===== src/rtl/lux_sampler.sv =====
// lux_sampler: periodic lux sensor sampling, averaging and BCD conversion.
// Feeds the control FSM with avg_o/bcd_o and a one-cycle result strobe.
module lux_sampler #(
  parameter int SAMPLE_PERIOD = 1000000,
  parameter int AVG_LOG2      = 2
) (
  input  logic        clk,
  input  logic        rst,
  input  logic        enable,
  output logic        lux_valid,
  input  logic        lux_ready,
  input  logic [7:0]  lux_data,
  output logic [7:0]  avg_o,
  output logic [11:0] bcd_o,
  output logic        result_valid,
  output logic        busy
);

  localparam int CW = $clog2(SAMPLE_PERIOD);
  localparam int AW = 8 + AVG_LOG2;
  localparam logic [4:0] LAST = 5'((1 << AVG_LOG2) - 1);

  typedef enum logic [2:0] {
    IDLE,
    REQ,
    GAP,
    CONV,
    DONE
  } state_e;

  state_e      state_q;
  logic [CW-1:0] cnt_q, cnt_d;
  logic [AW-1:0] acc_q, sum;
  logic [4:0]  n_q;
  logic [2:0]  it_q;
  logic [7:0]  avgr_q, avg_w;
  logic [19:0] dd_q, dd_adj;
  logic        tick;

  assign tick  = enable && (cnt_q == CW'(SAMPLE_PERIOD - 1));
  assign sum   = acc_q + AW'(lux_data);
  assign avg_w = 8'(sum >> AVG_LOG2);

  always_comb begin
    cnt_d = cnt_q + CW'(1);
    if (!enable || tick) cnt_d = '0;
  end

  always_ff @(posedge clk) begin
    if (rst) cnt_q <= '0;
    else     cnt_q <= cnt_d;
  end

  // {hundreds, tens, ones, binary}: add 3 to big nibbles, then shift
  always_comb begin
    dd_adj = dd_q;
    for (int i = 0; i < 3; i++) begin
      if (dd_q[8+4*i +: 4] >= 4'd5)
        dd_adj[8+4*i +: 4] = dd_q[8+4*i +: 4] + 4'd3;
    end
  end

  always_ff @(posedge clk) begin
    if (rst) begin
      state_q      <= IDLE;
      acc_q        <= '0;
      n_q          <= '0;
      it_q         <= '0;
      avgr_q       <= '0;
      dd_q         <= '0;
      lux_valid    <= 1'b0;
      avg_o        <= '0;
      bcd_o        <= '0;
      result_valid <= 1'b0;
      busy         <= 1'b0;
    end else begin
      result_valid <= 1'b0;
      unique case (state_q)
        IDLE: begin
          busy <= tick;
          if (tick) begin
            acc_q     <= '0;
            n_q       <= '0;
            lux_valid <= 1'b1;
            state_q   <= REQ;
          end
        end
        REQ: begin
          if (lux_ready) begin
            acc_q     <= sum;
            n_q       <= n_q + 5'd1;
            lux_valid <= 1'b0;
            if (n_q == LAST) begin
              avgr_q  <= avg_w;
              dd_q    <= {12'd0, avg_w};
              it_q    <= '0;
              state_q <= CONV;
            end else begin
              state_q <= GAP;
            end
          end
        end
        GAP: begin
          lux_valid <= 1'b1;
          state_q   <= REQ;
        end
        CONV: begin
          dd_q <= dd_adj << 1;
          it_q <= it_q + 3'd1;
          if (it_q == 3'd7) state_q <= DONE;
        end
        DONE: begin
          avg_o        <= avgr_q;
          bcd_o        <= dd_q[19:8];
          result_valid <= 1'b1;
          state_q      <= IDLE;
        end
        default: state_q <= IDLE;
      endcase
    end
  end

endmodule


===== config.mk =====
export PLATFORM = sky130hd
export DESIGN_NAME = lux_sampler
export DESIGN_NICKNAME = d
export VERILOG_FILES = /design/src/rtl/lux_sampler.sv
export SDC_FILE = /design/constraint.sdc
export NUM_CORES = 1
export LEC_CHECK = 0
export ABC_AREA = 1
export BUFFER_PORTS_ARGS = -buffer_cell sky130_fd_sc_hd__buf_2
export CORE_MARGIN = 2
export CORE_UTILIZATION = 54
export DETAILED_ROUTE_END_ITERATION = 7
export PLACE_DENSITY_LB_ADDON = 0.15
export SYNTH_ARGS = -nofsm -noshare
export SYNTH_HDL_FRONTEND = slang
export SYNTH_SLANG_ARGS = --single-unit

===== constraint.sdc =====
create_clock -name clk -period 2.15 [get_ports clk]
set_clock_uncertainty 0.2 [all_clocks]
set_input_delay 0.645 -clock clk [delete_from_list [all_inputs] [get_ports clk]]
set_output_delay 0.645 -clock clk [all_outputs]
set_load 0.05 [all_outputs]

==> impl_metrics.ini, run 1 <==
[outcome]
outcome = finished, final reports clean

[clock_tree]
htree_num_levels = 3
ctsRootBufferMaster = clkbuf_8
clock_sinks = 92
clk_latency_ns = 0.36
cts_tree = yes
cts_hold_buf = 0
numCtsBuffers = 9
cts_max_path_buffers = 2
path_clk_slew_ns = 0.09

[route]
drc = 0
wl_per_cell_um = 12.6
drt-initial-drc-count = 153
ant_nets = 0
wirelength_mm = 9.39
via_per_inst = 5.19
drt_pass1_iterations = 7
vias = 3880

[logic_synthesis]
synth_top_area_cell = dfxtp_1
synth_area_per_cell_um2 = 7.39
synth.most_common_cell = nand2_1
synth-edff-count = 0
ys_seq_area_share_pct = 42.1
syn_inst = 592
synthFlopType = dfxtp_1
syn_nets = 623
synth_warnings = 0
yosys.area.top_type_share_pct = 42.1
synth_common_cells = 130 x nand2_1, 92 x dfxtp_1, 72 x a21oi_1
async_flop_share_pct = 0
synth_area_leaders = dfxtp_1 42%, nand2_1 11%, a21oi_1 8.2%, inv_1 5.6%, ha_1 5.1%
netlist_area_mm2 = 0.00437
synth.distinct_cells = 36
ys_ff_latch = 92

[finish]
multi_input_area_mm2 = 0.00221
nets = 673
regArea_mm2 = 0.00184
finalCoreUtilization_pct = 64.0
finalNonFillerCells = 748
layout-drive-gt1-share_pct = 16.3
area_delta_synth_final_pct = 14.2
fillers = 708
n_antenna_cell = 0

[floorplan]
rows = 32
die-area_mm2 = 0.00884
core_mm2 = 0.00781
die_w_um = 94
initial_core_util_pct = 56.0
die_h_um = 94
pin_count = 35

[timing]
setup_viol = 0
drv_slew = 0
timing.final.hold_violations = 0
fmax_mhz = 507
hold_slack_ns = 0.251
grt_setup_unrepaired = false
tightest_slew_ns = 0.452
post-route-period-util_pct = 91.8
tns_ns = 0
fin_crit_ns = 1.97
max_slew_margin_pct = 69.8
layout_setup_ws_ns = 0.177

[placement]
hpwl_mm = 6.71
pre_cts_ws_ns = -0.199
portBuffers = 34
gp_congestion = 0.852
dpl.cell_count = 733

[global_route]
grt_pass1_wl_mm = 16.3
grt_max_degree = 42
antenna_found_initial = 0
grt_pass1_vias = 3852
grt_overflow = 0
gr-usage-all-layers_pct = 22.8

[power]
leakagePower_nw = 2.11
power_per_cell_area_mw_per_mm2 = 591
ir_drop_uv = 300

[flow_run]
drv_cap = 0

[hold_path]
min_path_cells = 1
hold_path.class = reg -> reg

[critical_path]
cp_max_fo = 2
start_kind = input pin
worst_r2r_path_depth = 11
required_ns = 2.21
path_class = in -> reg
arrival_ns = 2.03
endpoint_kind = register
==> layer usage <==
metal  track usage, %  up-vias  wire length, um
met3             2.89       18              326
met5                0        -                0
li1                 -     2030                -
met2             40.3       74             4610
met4             10.5        0              197
met1             27.4     1758             4250
==> flip-flops by register name, indices dropped and copies added (netlist names) <==
register	flops
acc_q	10
avg_o	8
avgr_q	8
bcd_o	12
busy	1
cnt_q	20
dd_q	20
it_q	3
lux_valid	1
n_q	5
result_valid	1
state_q	3
==> area by class of cell <==
type                    count  share of cell area [%]
repair buffers             58                    7.26
inverters                  68                    5.21
clock buffers               9                    2.48
well taps                 102                    2.55
flip-flops and latches     92                    36.9
multi-input cells         413                    44.3
clock inverters             6                    1.33
==> path summary, 6_finish.rpt <==
check / startpoint / slack (ns) / endpoint
setup / recovery: lux_data[0] / 0.18 / avgr_q[4]
hold / removal: cnt_q[0] / 0.25 / cnt_q[0]
setup reg to reg: acc_q[0] / 0.23 / avgr_q[4]
hold reg to reg: cnt_q[0] / 0.25 / cnt_q[0]
==> layout by cell type (no fill, tap or decap), drive strengths merged, types with 2 or more instances in the layout <==
cell	synthesis	final
a211oi	2	2
a31oi	3	3
o21ai	37	37
dfxtp	92	92
buf	8	58
a21oi	72	72
nand4	9	9
o21bai	3	3
clkbuf	11	9
inv	68	68
nor3b	8	8
or2	3	3
nand3	38	38
nand2	137	137
ha	18	18
xor2	8	8
nor3	10	10
nor2	59	59
clkinv	0	5
==> stage by stage <==
stage | cell area [um2] | power (mW)
after floorplan | 4400 | 1.80
after detailed placement | 4800 | 1.84
final | 5000 | 2.95
after global placement | 4800 | 1.83
after global routing | 5000 | 3.06
after CTS | 4990 | 2.97
==> critical path: stages <==
cell,delay [ns]
buf_2,0.12
ha_4,0.16
fa_2,0.39
nand3_2,0.07
nand3_2,0.07
nand2_1,0.06
nand2_1,0.07
xor2_1,0.16
nand2_1,0.09
o21ai_0,0.08
nand2_1,0.06
inv_1,0.04
==> cell families after synthesis <==
| group | count (synthesis) | synth area share (%) |
|---|---|---|
| xor+xnor | 8 | 1.60 |
| compound gates | 120 | 14.3 |
| buf+inv | 87 | 8.09 |
| simple gates | 266 | 28.3 |
| flops | 92 | 42.1 |
| fa+ha+maj | 19 | 5.61 |
==> timing repair <==
item,in CTS,in global routing
setup endpoints to repair,0,1
resized for setup,0,1
setup buffers,0,0
==> power by group <==
part | leakage, nW | internal (mW) | switching (mW) | total, mW
sequential | 0.741 | 1.70 | 0.00113 | 1.71
clock | 0.0990 | 0.534 | 0.621 | 1.16
combinational | 1.27 | 0.0360 | 0.0548 | 0.0908
No activity file was read; power rests on OpenSTA's default activity.
==> run 2, diff against run 1 <==
--- a/config.mk
+++ b/config.mk
@@ -5,7 +5,6 @@
 export SDC_FILE = /design/constraint.sdc
 export NUM_CORES = 1
 export LEC_CHECK = 0
-export ABC_AREA = 1
 export BUFFER_PORTS_ARGS = -buffer_cell sky130_fd_sc_hd__buf_2
 export CORE_MARGIN = 2
 export CORE_UTILIZATION = 54
==> run 2 against run 1 <==
Net effect: the run now ends with setup timing left; flip-flop and latch count unchanged; non-clock buffer count up 16; setup slack worse by 0.18 ns; utilization grew 2.8 points; power up 0.22%; routed wire length grew 9.0%; critical path depth down 4; final area up 4.3%; cell count fell by 7.4%.
==> impl_metrics.ini, run 2 <==
[floorplan]
initial_core_util_pct = 56.4
die_w_um = 94.3
rows = 32
die-area_mm2 = 0.00890
pin_count = 35
core_mm2 = 0.00781
die_h_um = 94.3

[global_route]
antenna_found_initial = 0
gr-usage-all-layers_pct = 24.4
grt_pass1_wl_mm = 17.2
grt_overflow = 0
grt_max_degree = 50
grt_pass1_vias = 3673

[clock_tree]
clk_latency_ns = 0.36
htree_num_levels = 3
cts_max_path_buffers = 2
numCtsBuffers = 9
clock_sinks = 92
ctsRootBufferMaster = clkbuf_8
cts_tree = yes
path_clk_slew_ns = 0.09

[finish]
layout_common_cells = 90 x dfxtp_1, 73 x nand2_1, 56 x a21oi_1, 54 x nor2_1, 39 x buf_4
area_delta_synth_final_pct = 18.3
fillers = 655
nets = 617
layout-drive-gt1-share_pct = 20.3
n_antenna_cell = 0
top_regs = cnt_q (20), dd_q (20), bcd_o (12)
final_area_mm2 = 0.00521
layout_commonest_cell = dfxtp_1

[route]
drt_pass1_iterations = 5
wirelength_mm = 10.2
via_per_inst = 5.71
drc = 0
vias = 3954
wl_per_cell_um = 14.8
drt-initial-drc-count = 287
ant_nets = 0

[logic_synthesis]
synth_top_area_cell = dfxtp_1
synth-edff-count = 0
ys_seq_area_share_pct = 41.8
synth_warnings = 0
ys_ff_latch = 92
synth.distinct_cells = 61
synth.most_common_cell = dfxtp_1
synthFlopType = dfxtp_1
synth_area_leaders = dfxtp_1 42%, a21oi_1 6.7%, nand2_1 6.2%, ha_1 5.1%, nor2_1 4.6%
synth_common_cells = 92 x dfxtp_1, 73 x nand2_1, 59 x a21oi_1
synth_area_per_cell_um2 = 8.34
syn_inst = 528
async_flop_share_pct = 0
yosys.area.top_type_share_pct = 41.8
syn_nets = 559
netlist_area_mm2 = 0.00441

[power]
power_per_cell_area_mw_per_mm2 = 567
ir_drop_uv = 368
switchingPower_mw = 0.735
power_frac_comb_pct = 3.7
internal_power_mw = 2.22
pwr-share-seq_pct = 57.7
p_sw_share_pct = 24.8
p_clk_share_pct = 38.7
leakagePower_nw = 1.97
finalPower_mw = 2.96

[critical_path]
critical_path.n_buffers_inverters = 1
required_ns = 2.20
arrival_ns = 2.21
start_kind = input pin
slowest_stage = fa_2
endpoint_kind = register
path_class = in -> reg
slowest_delay_ns = 0.35
cp_max_fo = 3
cp_cell_sequence = buf_6 > ha_4 > fa_2 > a211oi_2 > o21bai_2 > a21oi_2 > nor4_2 > a311o_1
path_delay_family = compound AO/OA/AOI/OAI gates

[timing]
drv_slew = 0
fin_crit_ns = 2.15
timing.final.hold_violations = 0
hold_slack_ns = 0.246
grt_setup_unrepaired = true
post-route-period-util_pct = 100
max_slew_margin_pct = 71.7
setup_viol = 1
layout_setup_ws_ns = -0.00314
tightest_slew_ns = 0.421
fmax_mhz = 464

[outcome]
violations = setup timing
outcome = complete, but fails checks

[placement]
hpwl_mm = 7.30
portBuffers = 34
gp_congestion = 0.920
place_area_mm2 = 0.00496

[hold_path]
hold_path.class = reg -> reg

[flow_run]
drv_cap = 0
## run 2: cell types whose count changed in the layout (fill, tap and decap cells not counted), sizes merged, moves of 7 or more
cell,delta
a21oi,-12
and3,+7
buf,+16
inv,-52
nand2,-63
nand2b,+7
nand3,-10
o21ai,-19
xnor2,+20
## run 2: cell type report
cell class	count	area (um2)	share of cell area, %
clock buffer	10	138	2.64
clock inverter	6	56.3	1.08
inverter	13	48.8	0.936
multi-input combinational	396	2510	48.1
sequential	92	1840	35.4
tap	102	128	2.45
timing repair buffer	74	489	9.39
## run 2: per-stage QoR
step	setup TNS (ns)	setup slack [ns]	util [%]	instances
after floorplan	-1.18	-0.229	-	528
after global placement	-5.72	-0.435	63.6	677
after detailed placement	-6.55	-0.452	63.6	677
after CTS	-0.0758	-0.0418	66.2	693
after global routing	-0.177	-0.0505	66.8	693
final	-0.00314	-0.00314	66.8	693
## run 2: worst paths after layout
| kind | startpoint | depth (start not counted) | slack, ns | endpoint |
|---|---|---|---|---|
| worst max-delay path | lux_data[0] | 8 | -0.003 | avgr_q[4] |
| worst max register to register | acc_q[0] | 7 | 0.03 | avgr_q[4] |
| worst min register to register | cnt_q[0] | 1 | 0.25 | cnt_q[0] |
| worst min-delay path | cnt_q[0] | 1 | 0.25 | cnt_q[0] |
## run 2: routing by layer
layer	GRT usage, %	routed length, um	vias up
li1	-	-	1977
met1	31.6	4640	1869
met2	40.5	4940	89
met3	4.90	470	19
met4	8.70	182	0
met5	0	0	-
## run 2: logic make-up (layout without fill, tap and decap cells)
group	count (synthesis)	count (layout)	synth area share, %
simple gates	221	221	24.8
buf+inv	40	103	3.98
compound gates	126	126	17.8
fa+ha+maj	19	19	5.57
xor+xnor	28	28	5.57
mux	2	2	0.454
flops	92	92	41.8
## run 2: worst register-to-register path, cell delays in order, from the launching register on
cell	delay, ns
dfxtp_2	0.35
ha_4	0.16
fa_2	0.35
a211oi_2	0.25
o21bai_2	0.12
a21oi_2	0.21
nor4_2	0.08
a311o_1	0.31
## run 2: power by group through the flow
stage	Combinational, mW	Sequential [mW]	Clock [mW]
floorplan	0.0580	1.74	0
global placement	0.105	1.75	0
detailed placement	0.105	1.75	0
CTS	0.108	1.71	1.18
global route	0.120	1.71	1.24
finish	0.109	1.71	1.14
## run 2: repair_timing
action                                  in CTS  in global routing
hold endpoints to repair                     0                  0
hold buffers                                 0                  0
setup buffers                                0                  0
pin swaps                                    7                  3
gates resized for setup                      3                  9
endpoints found under the setup margin       4                 13
